[src/rtl/mac_pkg.sv]
// Shared 10G MAC/PCS constants: sync headers, idle block, scrambler seed and taps.
package mac_pkg;

  localparam logic [1:0]  HDR_DATA   = 2'b01;
  localparam logic [1:0]  HDR_CTRL   = 2'b10;
  localparam logic [63:0] IDLE_BLOCK = 64'h0000_0000_0000_001E;
  localparam logic [57:0] SCR_SEED   = 58'h3FF_FFFF_FFFF_FFFF;

  localparam int unsigned SCR_TAP_A = 38;
  localparam int unsigned SCR_TAP_B = 57;

  typedef enum logic {
    PH_LO = 1'b0,
    PH_HI = 1'b1
  } phase_e;

endpackage

[src/rtl/tx_gearbox_feeder_if.sv]
// Block stream from the PCS encoder into the TX gearbox feeder.
interface tx_gearbox_feeder_if;

  logic [63:0] tx_data_i;
  logic [1:0]  tx_header_i;
  logic        tx_valid_i;
  logic        tx_ready_o;

  modport master (
    output tx_data_i,
    output tx_header_i,
    output tx_valid_i,
    input  tx_ready_o
  );

  modport slave (
    input  tx_data_i,
    input  tx_header_i,
    input  tx_valid_i,
    output tx_ready_o
  );

endinterface

[src/rtl/scrambler_64b.sv]
// Combinational 64-bit parallel x^58+x^39+1 self-synchronous scrambler; bit 0 first.
module scrambler_64b
  import mac_pkg::*;
(
  input  logic [57:0] state_i,
  input  logic [63:0] data_i,
  output logic [57:0] state_o,
  output logic [63:0] data_o
);

  logic [57:0] st;
  logic        b;

  always_comb begin
    st     = state_i;
    b      = 1'b0;
    data_o = '0;
    for (int unsigned i = 0; i < 64; i++) begin
      b         = data_i[i] ^ st[SCR_TAP_A] ^ st[SCR_TAP_B];
      data_o[i] = b;
      st        = {st[56:0], b};
    end
    state_o = st;
  end

endmodule

[src/rtl/tx_gearbox_feeder.sv]
// Feeds 66-bit blocks to the GTX TX gearbox (external sequence mode, 32-bit words),
// scrambling payloads, inserting idles on underrun and generating the pause slot.
module tx_gearbox_feeder
  import mac_pkg::*;
#(
  parameter int unsigned P_SEQ_MAX        = 32,
  parameter int unsigned P_UNDERRUN_WIDTH = 16
) (
  input  logic                        clk_i,
  input  logic                        rst_n_i,
  tx_gearbox_feeder_if.slave          tx_if,
  input  logic                        scr_bypass_i,
  output logic [31:0]                 gtwiz_userdata_tx_o,
  output logic [1:0]                  txheader_o,
  output logic [6:0]                  txsequence_o,
  output logic [P_UNDERRUN_WIDTH-1:0] underrun_o
);

  localparam logic [5:0] SEQ_MAX = P_SEQ_MAX[5:0];
  localparam logic [P_UNDERRUN_WIDTH-1:0] UND_ONE = {{(P_UNDERRUN_WIDTH-1){1'b0}}, 1'b1};

  phase_e      phase_q, phase_d;
  logic [5:0]  seq_q, seq_d;
  logic        pause;
  logic        load;

  logic [57:0] scr_st_q, scr_st_d, scr_st_nxt;
  logic [63:0] blk_data, scr_out;
  logic [1:0]  blk_hdr;
  logic [31:0] word_q, word_d;
  logic [31:0] hi_q, hi_d;
  logic [1:0]  hdr_q, hdr_d;
  logic [6:0]  txseq_q, txseq_d;
  logic [P_UNDERRUN_WIDTH-1:0] und_q, und_d;

  // Slot sequencer: state register
  always_ff @(posedge clk_i or negedge rst_n_i) begin
    if (!rst_n_i) begin
      phase_q <= PH_LO;
      seq_q   <= '0;
    end else begin
      phase_q <= phase_d;
      seq_q   <= seq_d;
    end
  end

  // Slot sequencer: next state
  always_comb begin
    phase_d = (phase_q == PH_LO) ? PH_HI : PH_LO;
    seq_d   = seq_q;
    if (phase_q == PH_HI) begin
      seq_d = (seq_q == SEQ_MAX) ? '0 : seq_q + 6'd1;
    end
  end

  // Slot sequencer: outputs
  always_comb begin
    pause            = (seq_q == SEQ_MAX);
    load             = (phase_q == PH_LO) && !pause;
    tx_if.tx_ready_o = load && rst_n_i;
  end

  assign blk_data = tx_if.tx_valid_i ? tx_if.tx_data_i   : IDLE_BLOCK;
  assign blk_hdr  = tx_if.tx_valid_i ? tx_if.tx_header_i : HDR_CTRL;

  scrambler_64b u_scr (
    .state_i (scr_st_q),
    .data_i  (blk_data),
    .state_o (scr_st_nxt),
    .data_o  (scr_out)
  );

  always_comb begin
    scr_st_d = scr_st_q;
    word_d   = word_q;
    hi_d     = hi_q;
    hdr_d    = hdr_q;
    txseq_d  = txseq_q;
    und_d    = und_q;
    if (phase_q == PH_LO) begin
      txseq_d = {1'b0, seq_q};
      if (load) begin
        word_d = scr_bypass_i ? blk_data[31:0]  : scr_out[31:0];
        hi_d   = scr_bypass_i ? blk_data[63:32] : scr_out[63:32];
        hdr_d  = blk_hdr;
        if (!scr_bypass_i) begin
          scr_st_d = scr_st_nxt;
        end
        if (!tx_if.tx_valid_i && (und_q != '1)) begin
          und_d = und_q + UND_ONE;
        end
      end
    end else if (!pause) begin
      word_d = hi_q;
    end
  end

  always_ff @(posedge clk_i or negedge rst_n_i) begin
    if (!rst_n_i) begin
      scr_st_q <= SCR_SEED;
      word_q   <= '0;
      hi_q     <= '0;
      hdr_q    <= HDR_CTRL;
      txseq_q  <= '0;
      und_q    <= '0;
    end else begin
      scr_st_q <= scr_st_d;
      word_q   <= word_d;
      hi_q     <= hi_d;
      hdr_q    <= hdr_d;
      txseq_q  <= txseq_d;
      und_q    <= und_d;
    end
  end

  assign gtwiz_userdata_tx_o = word_q;
  assign txheader_o          = hdr_q;
  assign txsequence_o        = txseq_q;
  assign underrun_o          = und_q;

endmodule
[src/flat_wrapper.sv]
// flat-port wrapper written by rule: the top's interface ports become plain ports
module tx_gearbox_feeder_flat import mac_pkg::*;
#(
  parameter int unsigned P_SEQ_MAX        = 32,
  parameter int unsigned P_UNDERRUN_WIDTH = 16
)
  (clk_i, rst_n_i, scr_bypass_i, gtwiz_userdata_tx_o, txheader_o, txsequence_o, underrun_o, tx_if_tx_data_i, tx_if_tx_header_i, tx_if_tx_valid_i, tx_if_tx_ready_o);
  tx_gearbox_feeder_if tx_if_i ();
  input  logic clk_i;
  input  logic rst_n_i;
  input  logic scr_bypass_i;
  output logic [31:0] gtwiz_userdata_tx_o;
  output logic [1:0] txheader_o;
  output logic [6:0] txsequence_o;
  output logic [P_UNDERRUN_WIDTH-1:0] underrun_o;
  input wire logic [$bits(tx_if_i.tx_data_i)-1:0] tx_if_tx_data_i;
  input wire logic [$bits(tx_if_i.tx_header_i)-1:0] tx_if_tx_header_i;
  input wire logic [$bits(tx_if_i.tx_valid_i)-1:0] tx_if_tx_valid_i;
  output wire logic [$bits(tx_if_i.tx_ready_o)-1:0] tx_if_tx_ready_o;
  assign tx_if_i.tx_data_i = tx_if_tx_data_i;
  assign tx_if_i.tx_header_i = tx_if_tx_header_i;
  assign tx_if_i.tx_valid_i = tx_if_tx_valid_i;
  assign tx_if_tx_ready_o = tx_if_i.tx_ready_o;
  tx_gearbox_feeder #(.P_SEQ_MAX(P_SEQ_MAX), .P_UNDERRUN_WIDTH(P_UNDERRUN_WIDTH)) u_core (.clk_i(clk_i), .rst_n_i(rst_n_i), .tx_if(tx_if_i), .scr_bypass_i(scr_bypass_i), .gtwiz_userdata_tx_o(gtwiz_userdata_tx_o), .txheader_o(txheader_o), .txsequence_o(txsequence_o), .underrun_o(underrun_o));
endmodule
[config.mk]
export PLATFORM = sky130hd
export DESIGN_NAME = tx_gearbox_feeder_flat
export DESIGN_NICKNAME = d
export VERILOG_FILES = /design/src/rtl/mac_pkg.sv /design/src/rtl/tx_gearbox_feeder_if.sv /design/src/rtl/scrambler_64b.sv /design/src/rtl/tx_gearbox_feeder.sv /design/src/flat_wrapper.sv
export SDC_FILE = /design/constraint.sdc
export NUM_CORES = 1
export LEC_CHECK = 0
export CAP_MARGIN = 10
export CELL_PAD_IN_SITES_DETAIL_PLACEMENT = 0
export CELL_PAD_IN_SITES_GLOBAL_PLACEMENT = 1
export CORE_UTILIZATION = 40
export CTS_CLUSTER_DIAMETER = 100
export DETAILED_ROUTE_END_ITERATION = 8
export GPL_TIMING_DRIVEN = 0
export PLACE_DENSITY_LB_ADDON = 0.12
export SKIP_LAST_GASP = 1
export SLEW_MARGIN = 10
export SYNTH_ARGS = -nofsm -noshare
export SYNTH_HDL_FRONTEND = slang
export SYNTH_SLANG_ARGS = --single-unit
[constraint.sdc]
create_clock -name clk_i -period 6 [get_ports clk_i]
set_input_delay 1.5 -clock clk_i [delete_from_list [all_inputs] [get_ports clk_i]]
set_output_delay 1.5 -clock clk_i [all_outputs]
set_load 0.05 [all_outputs]
## After elaboration in Yosys (flattened, before gate mapping)

Cells that the tools add are included.

| cells by class | value |
|---|---|
| bitwise gates (word level) | 130 |
| $add $sub $neg | 2 |
| reduce and logical (&&, ||, !) cells | 10 |
| muxes and demuxes | 9 |
| equality and inequality tests | 3 |

Operator list:

| kind | number |
|---|---|
| 32-bit two-way mux | 5 |
| 1-bit XOR | 128 |
| 64-bit two-way mux | 1 |
| 16-bit by 1-bit adder with 16-bit output (second input constant) | 1 |
| 16-bit != test (second input constant) | 1 |
| 6-bit by 1-bit adder with 6-bit output (second input constant) | 1 |
| 6-bit == test (second input constant) | 1 |
| 6-bit two-way mux | 1 |
| 3-bit AND reduction | 2 |
| 2-bit AND reduction | 2 |
| 1-bit logical AND | 3 |
| 1-bit logical NOT | 2 |
| 2-bit two-way mux | 1 |
| 2-bit != test (second input constant) | 1 |
| 1-bit NOT | 2 |
| 2-bit nonzero test | 1 |
| 1-bit two-way mux | 1 |

| word-level totals | value |
|---|---|
| input port bits | 70 |
| output and inout bits | 58 |
| word-level logic and storage cells | 162 |
| flip-flop bits (word level) | 153 |

## Longest topological paths before layout

Gate-level depths: netlist (run 1).

| logic depth | value |
|---|---|
| word-level depth | 6 |
| depth in mapped cells | 9 |
| mapped depth without buffers | 7 |

## Hierarchy

Synthesis (run 1) repeated with hierarchy kept, for this count alone.

| second synthesis, totals | value |
|---|---|
| cell total of the unflattened synthesis | 898 |
| area total of the unflattened synthesis | 9387.8 µm² |

By module, submodules not included:

| module | area each (µm²) | instances | cells an instance | sequential area each (µm²) |
|---|---|---|---|---|
| tx_gearbox_feeder | 7479.7 | 1 | 717 | 3902.5 |
| scrambler_64b | 1908.1 | 1 | 181 | 0.0 |

## Worst setup path before layout (run 1)

Ideal clock, no wire load.

| timing path | value |
|---|---|
| path kind | input-to-output |
| start point | input port rst_n_i |
| end point | output port tx_if_tx_ready_o |
| cell stages on the path | 1 |
| data required time | 4.500 ns |
| setup slack | 2.593 ns |
| buffers on the path | 0 |
| data arrival time | 1.907 ns |
| path through | and2_1 |

| on the way | value |
|---|---|
| word-level cells in the longest chain between the ends | 1 |

Ends and longest elaborated chain:

| item | line | text |
|---|---|---|
| from (decl) | flat_wrapper.sv:10 | `input logic rst_n_i;` |
| 1-bit logical AND | tx_gearbox_feeder.sv:60 | `tx_if.tx_ready_o = load && rst_n_i;` |
| to (decl) | flat_wrapper.sv:19 | `output wire logic [$bits(tx_if_i.tx_ready_o)-1:0] tx_if_tx_ready_o;` |

No other way between the ends.

## Worst setup path in the final report (run 1)

| timing path | value |
|---|---|
| start point | register u_core.seq_q[0] |
| end point | output port tx_if_tx_ready_o |

| on the way | value |
|---|---|
| word-level cells in the longest chain between the ends | 4 |

Ends and longest elaborated chain:

| item | line | text |
|---|---|---|
| from (decl) | tx_gearbox_feeder.sv:23 | `logic [5:0] seq_q, seq_d;` |
| from (signal assigned) | tx_gearbox_feeder.sv:43 | `seq_q <= seq_d;` |
| 6-bit == test | tx_gearbox_feeder.sv:58 | `pause = (seq_q == SEQ_MAX);` |
| 1-bit logical NOT | tx_gearbox_feeder.sv:59 | `load = (phase_q == PH_LO) && !pause;` |
| 1-bit logical AND | tx_gearbox_feeder.sv:59 |  |
| 1-bit logical AND | tx_gearbox_feeder.sv:60 |  |

No other way between the ends.

==> impl_metrics.yaml, run 1 <==
status:
  outcome: "completed"
floorplanning:
  initial_utilization: 0.407
  io_pins: 128
  fp-row-count: 53
  die_area_sq_um: 21900
  die-width_um: 148
  die_h_um: 148
  core_area_sq_um: 21000
layout:
  area_growth_pct: 26.1
  drive_gt1_frac: 0.129
  fin_nets: 1115
  multiInputGateArea_sq_um: 4340
  diodes: 0
  fillers: 2044
  instances_no_fill: 1330
  regArea_sq_um: 3900
  utilization: 0.513
global_route:
  antenna_found_initial: 0
  grt_pass1_vias: 6673
  grt_max_degree: 100
  grt_use_total: 0.267
  grt_remaining_overflow: 0
  grt_pass1_wl_mm: 41.9
power_and_ir_drop:
  power.density_nw_per_um2: 552
  power_mw: 5.93
  vdd_drop_max_mv: 0.240
  p_leak_nw: 4.35
yosys:
  yosysSeqAreaShare: 0.458
  synth_top_area_cell: "dfrtp_1"
  synth-seq-cells: 153
  synth_cell_types: 44
  yosys_warnings: 0
  synth_area_per_cell_sq_um: 9.49
  synth_flop_cell: "dfrtp_1"
  synth_area_sq_um: 8520
  yosys-top-cells-area: "dfrtp_1 28%, dfstp_2 18%, xnor2_1 16%"
  yosys.area.top_type_share: 0.276
  synth_edf_count: 0
  async_flop_share: 1.00
  syn_nets: 971
  netlist_instances: 898
routing:
  first_iter_violations: 413
  drc: 0
  dr.pass1.iters: 5
  routed_via_density: 5.12
  ant_nets: 0
  wl_mm: 28.0
  vias: 6808
  wl_per_cell_um: 21.0
clocking:
  cts_buffer_depth: 2
  cts_resized: 0
  clkLatencyLatePin_ns: 0.44
  numCtsBuffers: 17
  cts_tree: "yes"
  htreeDepth: 4
  cts.clk_slew.worst_paths_ns: 0.07
  cts_sinks: 153
  post_cts_buffers: 0
  clockRootBuffer: "clkbuf_16"
  cts_hold_buf: 0
timing:
  drv_slew: 0
  fmax_mhz: 218
  rsz0062_at_grt: "no"
  period_share: 0.763
  finalCriticalPeriod_ns: 4.58
  tns_ns: 0
  slew-limit-headroom: 0.190
  final_hold_viol_count: 0
  setup_viol: 0
  finClkSkew_ns: 0.0114
  tightest_slew_ns: 1.21
setup_path:
  path_max_fanout: 10
  worstSetupPathType: "reg -> out"
  worst_setup_path_start_kind: "flip-flop"
  end_kind: "output pin"
  critical_path_required_ns: 4.50
  cp_data_arrival_time_ns: 3.08
run:
  cap_violations: 0
placed_design:
  hpwl_mm: 19.9
  dp_cells: 1298
  portBuffers: 124
  routabilityCongestion: 0.866
hold_path:
  hp-class: "reg -> reg"
## per-stage QoR
step | setup slack [ns] | cell area, sq um | hold WS (ns)
after floorplan | 2.59 | 8520 | 0.450
after global placement | -4.15 | 10100 | 0.461
after detailed placement | 1.62 | 10100 | 0.466
after CTS | 1.39 | 10700 | 0.484
after global routing | 1.29 | 10700 | 0.499
final | 1.42 | 10700 | 0.476
## metal layers
metal	up-vias	track usage	part of all wire
li1	3227	-	-
met1	3341	0.381	0.48
met2	204	0.408	0.44
met3	36	0.0420	0.050
met4	0	0.0964	0.024
met5	-	0	0
## state kept, by name (all words and copies together) (netlist names)
| signal | count |
|---|---|
| u_core.underrun_o | 16 |
| u_core.gtwiz_userdata_tx_o | 32 |
| u_core.txsequence_o | 6 |
| u_core.hi_q | 32 |
| u_core.phase_q | 1 |
| u_core.scr_st_q | 58 |
| u_core.txheader_o | 2 |
| u_core.seq_q | 6 |
## synthesized netlist by cell type, types with 3 or more instances
| master | number |
|---|---|
| dfrtp_1 | 94 |
| mux2i_1 | 28 |
| nor3_1 | 3 |
| nand2_1 | 171 |
| nand4_1 | 6 |
| dfstp_2 | 59 |
| mux2_2 | 8 |
| o21ai_0 | 99 |
| a2bb2oi_1 | 19 |
| nand2b_1 | 8 |
| and3_1 | 6 |
| nand3_1 | 10 |
| buf_4 | 6 |
| xor2_1 | 54 |
| ha_1 | 3 |
| clkbuf_2 | 3 |
| nor2_1 | 64 |
| buf_1 | 4 |
| clkbuf_1 | 21 |
| inv_1 | 6 |
| xnor2_1 | 155 |
| a21oi_1 | 31 |
| buf_2 | 17 |
## power breakdown
| group | internal, mW | switching (mW) | leakage [nW] |
|---|---|---|---|
| registers | 1.60 | 0.391 | 1.79 |
| logic | 1.21 | 1.60 | 2.28 |
| clock network | 0.678 | 0.462 | 0.285 |
| total | 3.48 | 2.45 | 4.35 |
## cell families (layout without fill, tap and decap cells)
family	after synthesis	in the layout	synth area share
compound gates	156	156	0.103
xor+xnor	209	209	0.215
flops	153	153	0.458
mux	37	37	0.0452
buf+inv	59	216	0.0324
other cells	1	1	0.000440
fa+ha+maj	3	3	0.00440
simple gates	280	280	0.142
## worst max-delay path: stages (launching register included)
cell	delay [ns]
dfrtp_1	0.39
inv_1	0.07
ha_1	0.23
nand4bb_4	0.13
o21a_1	0.27
buf_2	0.29
buf_2	0.30
and2_1	0.16
clkdlybuf4s50_1	0.80
## cells in the final DEF, fill, tap and decap left out, types with 2 or more instances in the layout
cell and count:
nand2_1 171, xnor2_1 155, clkdlybuf4s50_1 123, o21ai_0 99, dfrtp_1 94, nor2_1 64
dfstp_2 59, xor2_1 54, a21oi_1 31, mux2i_1 28, clkbuf_1 24, a2bb2oi_1 19
clkbuf_16 18, buf_2 17, nand3_1 10, nand2b_1 8, mux2_2 8, inv_1 6
nand4_1 6, buf_4 6, and3_1 6, buf_1 4, clkinvlp_4 4, clkbuf_2 3
nor3_1 3, ha_1 3, bufinv_16 3, clkinv_2 3, and2_1 2, a21o_1 2
## path summary, 6_finish.rpt
path | start | end | slack [ns] | cells after the start
setup / recovery | u_core.seq_q[0] | tx_if_tx_ready_o | 1.42 | 8
hold / removal | u_core.gtwiz_userdata_tx_o[13] | u_core.gtwiz_userdata_tx_o[13] | 0.48 | 2
setup reg to reg | u_core.seq_q[0] | u_core.hi_q[10] | 3.61 | 7
hold reg to reg | u_core.gtwiz_userdata_tx_o[13] | u_core.gtwiz_userdata_tx_o[13] | 0.48 | 2
max in group asynchronous | rst_n_i | u_core.hi_q[24] | 4.11 | 2
min in group asynchronous | rst_n_i | u_core.underrun_o[10] | 0.98 | 1
## area by class of cell
class,count,area share
buffer,52,0.0233
clock buffer,21,0.0430
sequential,153,0.363
multi-input combinational,686,0.404
clock inverter,11,0.0134
inverter,7,0.00244
timing repair buffer,125,0.119
tap,275,0.0320
Note: power is estimated with default switching activity, not from simulation.
==> run 2, diff against run 1 <==
Settings changed: CORE_UTILIZATION 40 to 38.
Clock period 6 ns to 4.1 ns, I/O delays scaled along.
==> run 2 against run 1 <==
- clock skew is 0.0011 ns higher
- sequential power up 46%
- global-route usage down 0.79 points
- die area is 5.2% higher
- first-iteration DRC count is 8.2% lower
- largest cell class unchanged
- final cell count increased by 0.38%
- non-clock buffer count is the same
- power up 48%
- highest routed layer unchanged
- largest power group unchanged
- worst setup slack worse by 1.2 ns
- clock power increased by 55%
==> impl_metrics.yaml, run 2 (synthesis results as in run 1) <==
clocking:
  cts_tree: "yes"
  htreeDepth: 4
  clockRootBuffer: "clkbuf_16"
  post_cts_buffers: 0
  numCtsBuffers: 17
  cts_sinks: 153
  cts_buffer_depth: 2
  cts.clk_slew.worst_paths_ns: 0.07
  clkLatencyLatePin_ns: 0.44
  cts_hold_buf: 0
routing:
  routed_via_density: 5.08
  dr.pass1.iters: 6
  wl_mm: 28.5
  first_iter_violations: 379
  wl_per_cell_um: 21.4
  drc: 0
  ant_nets: 0
  vias: 6784
global_route:
  grt_remaining_overflow: 0
  antenna_found_initial: 0
  grt_pass1_wl_mm: 41.9
  grt_max_degree: 104
  grt_pass1_vias: 6672
  grt_use_total: 0.259
layout:
  fin_nets: 1115
  layout_commonest_cell: "nand2_1"
  final_cell_mix: "171 x nand2_1, 155 x xnor2_1, 122 x clkdlybuf4s50_1"
  fillers: 2115
  largest_reg_flops: 58
  diodes: 0
  drive_gt1_frac: 0.132
  largest-register: "u_core.scr_st_q"
  area_growth_pct: 26.6
setup_path:
  worst_setup_path_start_kind: "flip-flop"
  cp_cell_sequence: "inv_1 -> ha_1 -> nand4bb_4 -> o21a_1 -> buf_2 -> buf_2 -> and2_1 -> dlygate4sd2_1"
  path_delay_family: "buffers and inverters"
  end_kind: "output pin"
  cp_common_cell: "buf_2"
  worstSetupPathType: "reg -> out"
  path_max_fanout: 10
  critical_path_required_ns: 3.07
  crit_buf_inv: 4
  cp_slowest_cell: "dlygate4sd2_1"
  critical_path.max_stage_delay_ns: 0.52
  cp_data_arrival_time_ns: 2.85
status:
  outcome: "completed"
placed_design:
  hpwl_mm: 20.1
  portBuffers: 124
  routabilityCongestion: 0.839
floorplanning:
  fp-row-count: 54
  die_h_um: 152
  core_area_sq_um: 21900
  io_pins: 128
  die-width_um: 152
  initial_utilization: 0.389
  die_area_sq_um: 23000
timing:
  finalCriticalPeriod_ns: 3.88
  whs_ns: 0.472
  rsz0062_at_grt: "no"
  period_share: 0.946
  fmax_mhz: 258
  tns_ns: 0
  setup_viol: 0
  final_hold_viol_count: 0
  drv_slew: 0
  finClkSkew_ns: 0.0125
  slew-limit-headroom: 0.220
  tightest_slew_ns: 1.17
power_and_ir_drop:
  power_mw: 8.77
  power.density_nw_per_um2: 813
  vdd_drop_max_mv: 0.316
  p_leak_nw: 4.39
run:
  cap_violations: 0
hold_path:
  hp-class: "reg -> reg"
[run 2: repair_timing]
action,4_1_cts,5_1_grt
setup endpoints to repair,1,0
gates resized for setup,1,0
endpoints found under the hold margin,0,0
[run 2: path summary, 6_finish.rpt]
| check | cells after the start | end | slack, ns | start |
|---|---|---|---|---|
| setup / recovery | 8 | tx_if_tx_ready_o | 0.22 | u_core.seq_q[0] |
| hold / removal | 2 | u_core.txheader_o[0] | 0.47 | u_core.txheader_o[0] |
| setup reg to reg | 7 | u_core.hi_q[17] | 1.78 | u_core.seq_q[0] |
| hold reg to reg | 2 | u_core.txheader_o[0] | 0.47 | u_core.txheader_o[0] |
| max in group asynchronous | 2 | u_core.hi_q[21] | 2.69 | rst_n_i |
| min in group asynchronous | 1 | u_core.underrun_o[10] | 0.49 | rst_n_i |
[run 2: metrics by stage]
stage	area (sq um)	worst slack [ns]	util	std cells
floorplan	8520	1.40	-	898
global placement	10100	-5.13	0.462	1302
detailed placement	10100	0.372	0.464	1303
CTS	10800	0.176	0.493	1335
global route	10800	0.0394	0.493	1335
finish	10800	0.221	0.493	1335
[run 2: metal layers]
layer,global-route usage,wire length [um],vias to the layer above
li1,-,-,3242
met1,0.363,13600,3317
met2,0.408,12900,192
met3,0.0419,1440,33
met4,0.0817,614,0
met5,0,0,-
[run 2: power by group]
group          leakage, nW  switching (mW)  internal, mW  total [mW]
registers             1.79           0.575          2.33        2.91
logic                 2.28            2.33          1.77        4.09
clock network        0.317           0.715          1.05        1.77
[run 2: final cells by class]
type | count | area [sq um] | share of cell area
well taps | 280 | 350 | 0.0325
flip-flops and latches | 153 | 3900 | 0.362
clock inverters | 14 | 208 | 0.0192
multi-input cells | 686 | 4340 | 0.403
clock buffers | 18 | 439 | 0.0407
repair buffers | 125 | 1270 | 0.118
plain buffers | 52 | 250 | 0.0232
inverters | 7 | 26.3 | 0.00243
[run 2: tightest hold or removal path, stage by stage (launching register included)]
cell and delay [ns]:
dfrtp_1 0.35, nand2_1 0.05, nand2_1 0.05
==> run 3, diff against run 2 <==
Settings changed: ABC_CLOCK_PERIOD_IN_PS set to 4100, CORE_UTILIZATION 38 to 40, SYNTH_HIERARCHICAL set to 1.
==> run 3 against run 2 <==
- register-to-register slack lost 0.14 ns
- power grew 14%
- sequential cell count is the same
- design area grew 8.4%
- final cell count grew 2.5%
- first-iteration DRC count grew 14%
- clock power is essentially flat
- clock-buffer cell count grew 6
- highest routed layer unchanged
==> impl_metrics.yaml, run 3 <==
yosys:
  yosys.area.top_type_share: 0.251
  muxShareOfSynthArea: 0.118
  async_flop_share: 1.00
  netlist_instances: 898
  yosysMostFrequentCell: "a21oi_1"
  yosysSeqAreaShare: 0.416
  synth_top_area_cell: "dfrtp_1"
  synth_flop_cell: "dfrtp_1"
  yosys-top-cells-area: "dfrtp_1 25%, dfstp_2 17%, xnor2_1 7.3%"
  synth_area_per_cell_sq_um: 10.5
  synth_cell_types: 40
  synth-seq-cells: 153
  synth_edf_count: 0
  synth_compound_area_frac: 0.0744
  yosys.area_share.adder: 0.00400
  synth_xor_xnor_area_share: 0.174
  netlist_top_cells_count: "98 x a21oi_1, 94 x dfrtp_1, 78 x xnor2_1, 62 x and2_1, 61 x buf_4"
  yosys_warnings: 6
  synth_top_family_by_area: "XOR/XNOR gates"
  yosys.area_share.simple: 0.138
  synth_area_sq_um: 9390
  syn_nets: 971
placed_design:
  routabilityCongestion: 0.827
  portBuffers: 124
  hpwl_mm: 21.2
  dp_cells: 1336
clocking:
  htreeDepth: 4
  numCtsBuffers: 17
  cts_tree: "yes"
  cts_resized: 2
  clkLatencyLatePin_ns: 0.43
  post_cts_buffers: 0
  cts_sinks: 153
  cts.clk_slew.worst_paths_ns: 0.06
  cts_buffer_depth: 2
  clockRootBuffer: "clkbuf_16"
  cts_hold_buf: 0
hold_path:
  hp-class: "reg -> reg"
routing:
  routed_via_density: 5.05
  vias: 6918
  first_iter_violations: 432
  wl_per_cell_um: 21.6
  ant_nets: 0
  dr.pass1.iters: 5
  drc: 0
  wl_mm: 29.5
run:
  cap_violations: 0
global_route:
  grt_pass1_vias: 7049
  grt_pass1_wl_mm: 44.8
  grt_use_total: 0.257
  grt_max_degree: 90
  grt_remaining_overflow: 0
  antenna_found_initial: 0
setup_path:
  cp_slowest_cell: "clkbuf_1"
  end_kind: "flip-flop"
  cp_common_cell: "clkbuf_1"
  critical_path.max_stage_delay_ns: 0.51
  cp_cell_sequence: "clkbuf_1 -> clkbuf_1 -> clkbuf_1 -> nand2_1 -> xnor2_2 -> xnor3_1 -> mux2i_1 -> a21oi_1"
  cp_data_arrival_time_ns: 4.00
  cp-endpoint: "u_core/hi_q[9]"
  r2r_slack_ns: 1.64
  critical_path_required_ns: 4.38
  r2r_start: "u_core/phase_q"
  worst_setup_path_start_kind: "input pin"
  worstSetupPathType: "in -> reg"
  r2r-end: "u_core/gtwiz_userdata_tx_o[24]"
  path_max_fanout: 10
  r2r_cells: 5
  cp-startpoint: "tx_if_tx_valid_i"
power_and_ir_drop:
  power.density_nw_per_um2: 853
  p_leak_nw: 4.93
  vdd_drop_max_mv: 0.346
  power_mw: 9.98
timing:
  drv_slew: 0
  fmax_mhz: 269
  finClkSkew_ns: 0.0108
  tns_ns: 0
  finalCriticalPeriod_ns: 3.71
  rsz0062_at_grt: "no"
  slew-limit-headroom: 0.419
  final_hold_viol_count: 0
  tightest_slew_ns: 0.871
  setup_viol: 0
  period_share: 0.906
layout:
  largest-register: "u_core/scr_st_q"
  area_growth_pct: 24.7
  drive_gt1_frac: 0.219
  fin_nets: 1115
  utilization: 0.512
  largest_reg_flops: 58
  final_cell_mix: "122 x clkdlybuf4s50_1, 97 x a21oi_1, 94 x dfrtp_1"
  layout_commonest_cell: "clkdlybuf4s50_1"
  instances_no_fill: 1369
status:
  outcome: "completed"
floorplanning:
  die_h_um: 155
  io_pins: 128
  core_area_sq_um: 22800
  die_area_sq_um: 24100
  die-width_um: 155
  initial_utilization: 0.411
  fp-row-count: 55
run 3: worst min-delay path by stage:
stage | cells after the start | end | startpoint | slack [ns]
final | 2 | u_core/gtwiz_userdata_tx_o[11] | u_core/gtwiz_userdata_tx_o[11] | 0.47
after global routing | 2 | u_core/gtwiz_userdata_tx_o[8] | u_core/gtwiz_userdata_tx_o[8] | 0.50
after CTS | 2 | u_core/gtwiz_userdata_tx_o[11] | u_core/gtwiz_userdata_tx_o[11] | 0.48
after detailed placement | 2 | u_core/gtwiz_userdata_tx_o[27] | u_core/gtwiz_userdata_tx_o[27] | 0.47
after global placement | 2 | u_core/gtwiz_userdata_tx_o[31] | u_core/gtwiz_userdata_tx_o[31] | 0.47
after floorplan | 2 | u_core/hi_q[0] | u_core/hi_q[0] | 0.50
run 3: where the power goes:
part / total [mW] / internal, mW / leakage (nW) / switching [mW]
combinational: 5.22 / 2.85 / 2.85 / 2.38
clock: 1.75 / 1.11 / 0.312 / 0.632
sequential: 3.01 / 2.38 / 1.77 / 0.633
run 3: final cells by class:
type	count	area [sq um]
Fill cell	2187	11100
Multi-Input combinational cell	624	4780
Sequential cell	153	3900
Timing Repair Buffer	125	1280
Buffer	113	684
Clock buffer	24	472
Tap cell	313	392
Clock inverter	8	169
Inverter	8	30.0
Antenna cell	1	2.50
run 3: critical path, delay by kind of cell:
| family | cells | cell delay (ns) |
|---|---|---|
| compound gates | 1 | 0.12 |
| xor+xnor | 2 | 0.83 |
| buf+inv | 3 | 1.44 |
| mux | 1 | 0.38 |
| simple gates | 1 | 0.18 |
run 3: kinds of logic after synthesis:
logic type | Yosys count
multiplexers | 95
buffers and inverters | 121
other | 1
adder cells (fa/ha/maj) | 3
AO/OA/AOI/OAI | 135
AND/OR/NAND/NOR | 249
XOR/XNOR | 141
flip-flops | 153
run 3: through the flow:
| step | cell area (sq um) | hold slack [ns] | setup slack, ns |
|---|---|---|---|
| 2_1_floorplan | 9390 | 0.496 | 1.16 |
| 3_3_place_gp | 11000 | 0.466 | -5.22 |
| 3_5_place_dp | 11100 | 0.470 | -0.0798 |
| 4_1_cts | 11700 | 0.484 | 0.000873 |
| 5_1_grt | 11700 | 0.504 | 0.237 |
| 6_report | 11700 | 0.475 | 0.386 |
run 3: routing by layer:
layer  GRT usage  part of all wire
met1       0.370              0.48
met2       0.404              0.46
met3      0.0345             0.042
met4      0.0700             0.019
met5           0                 0
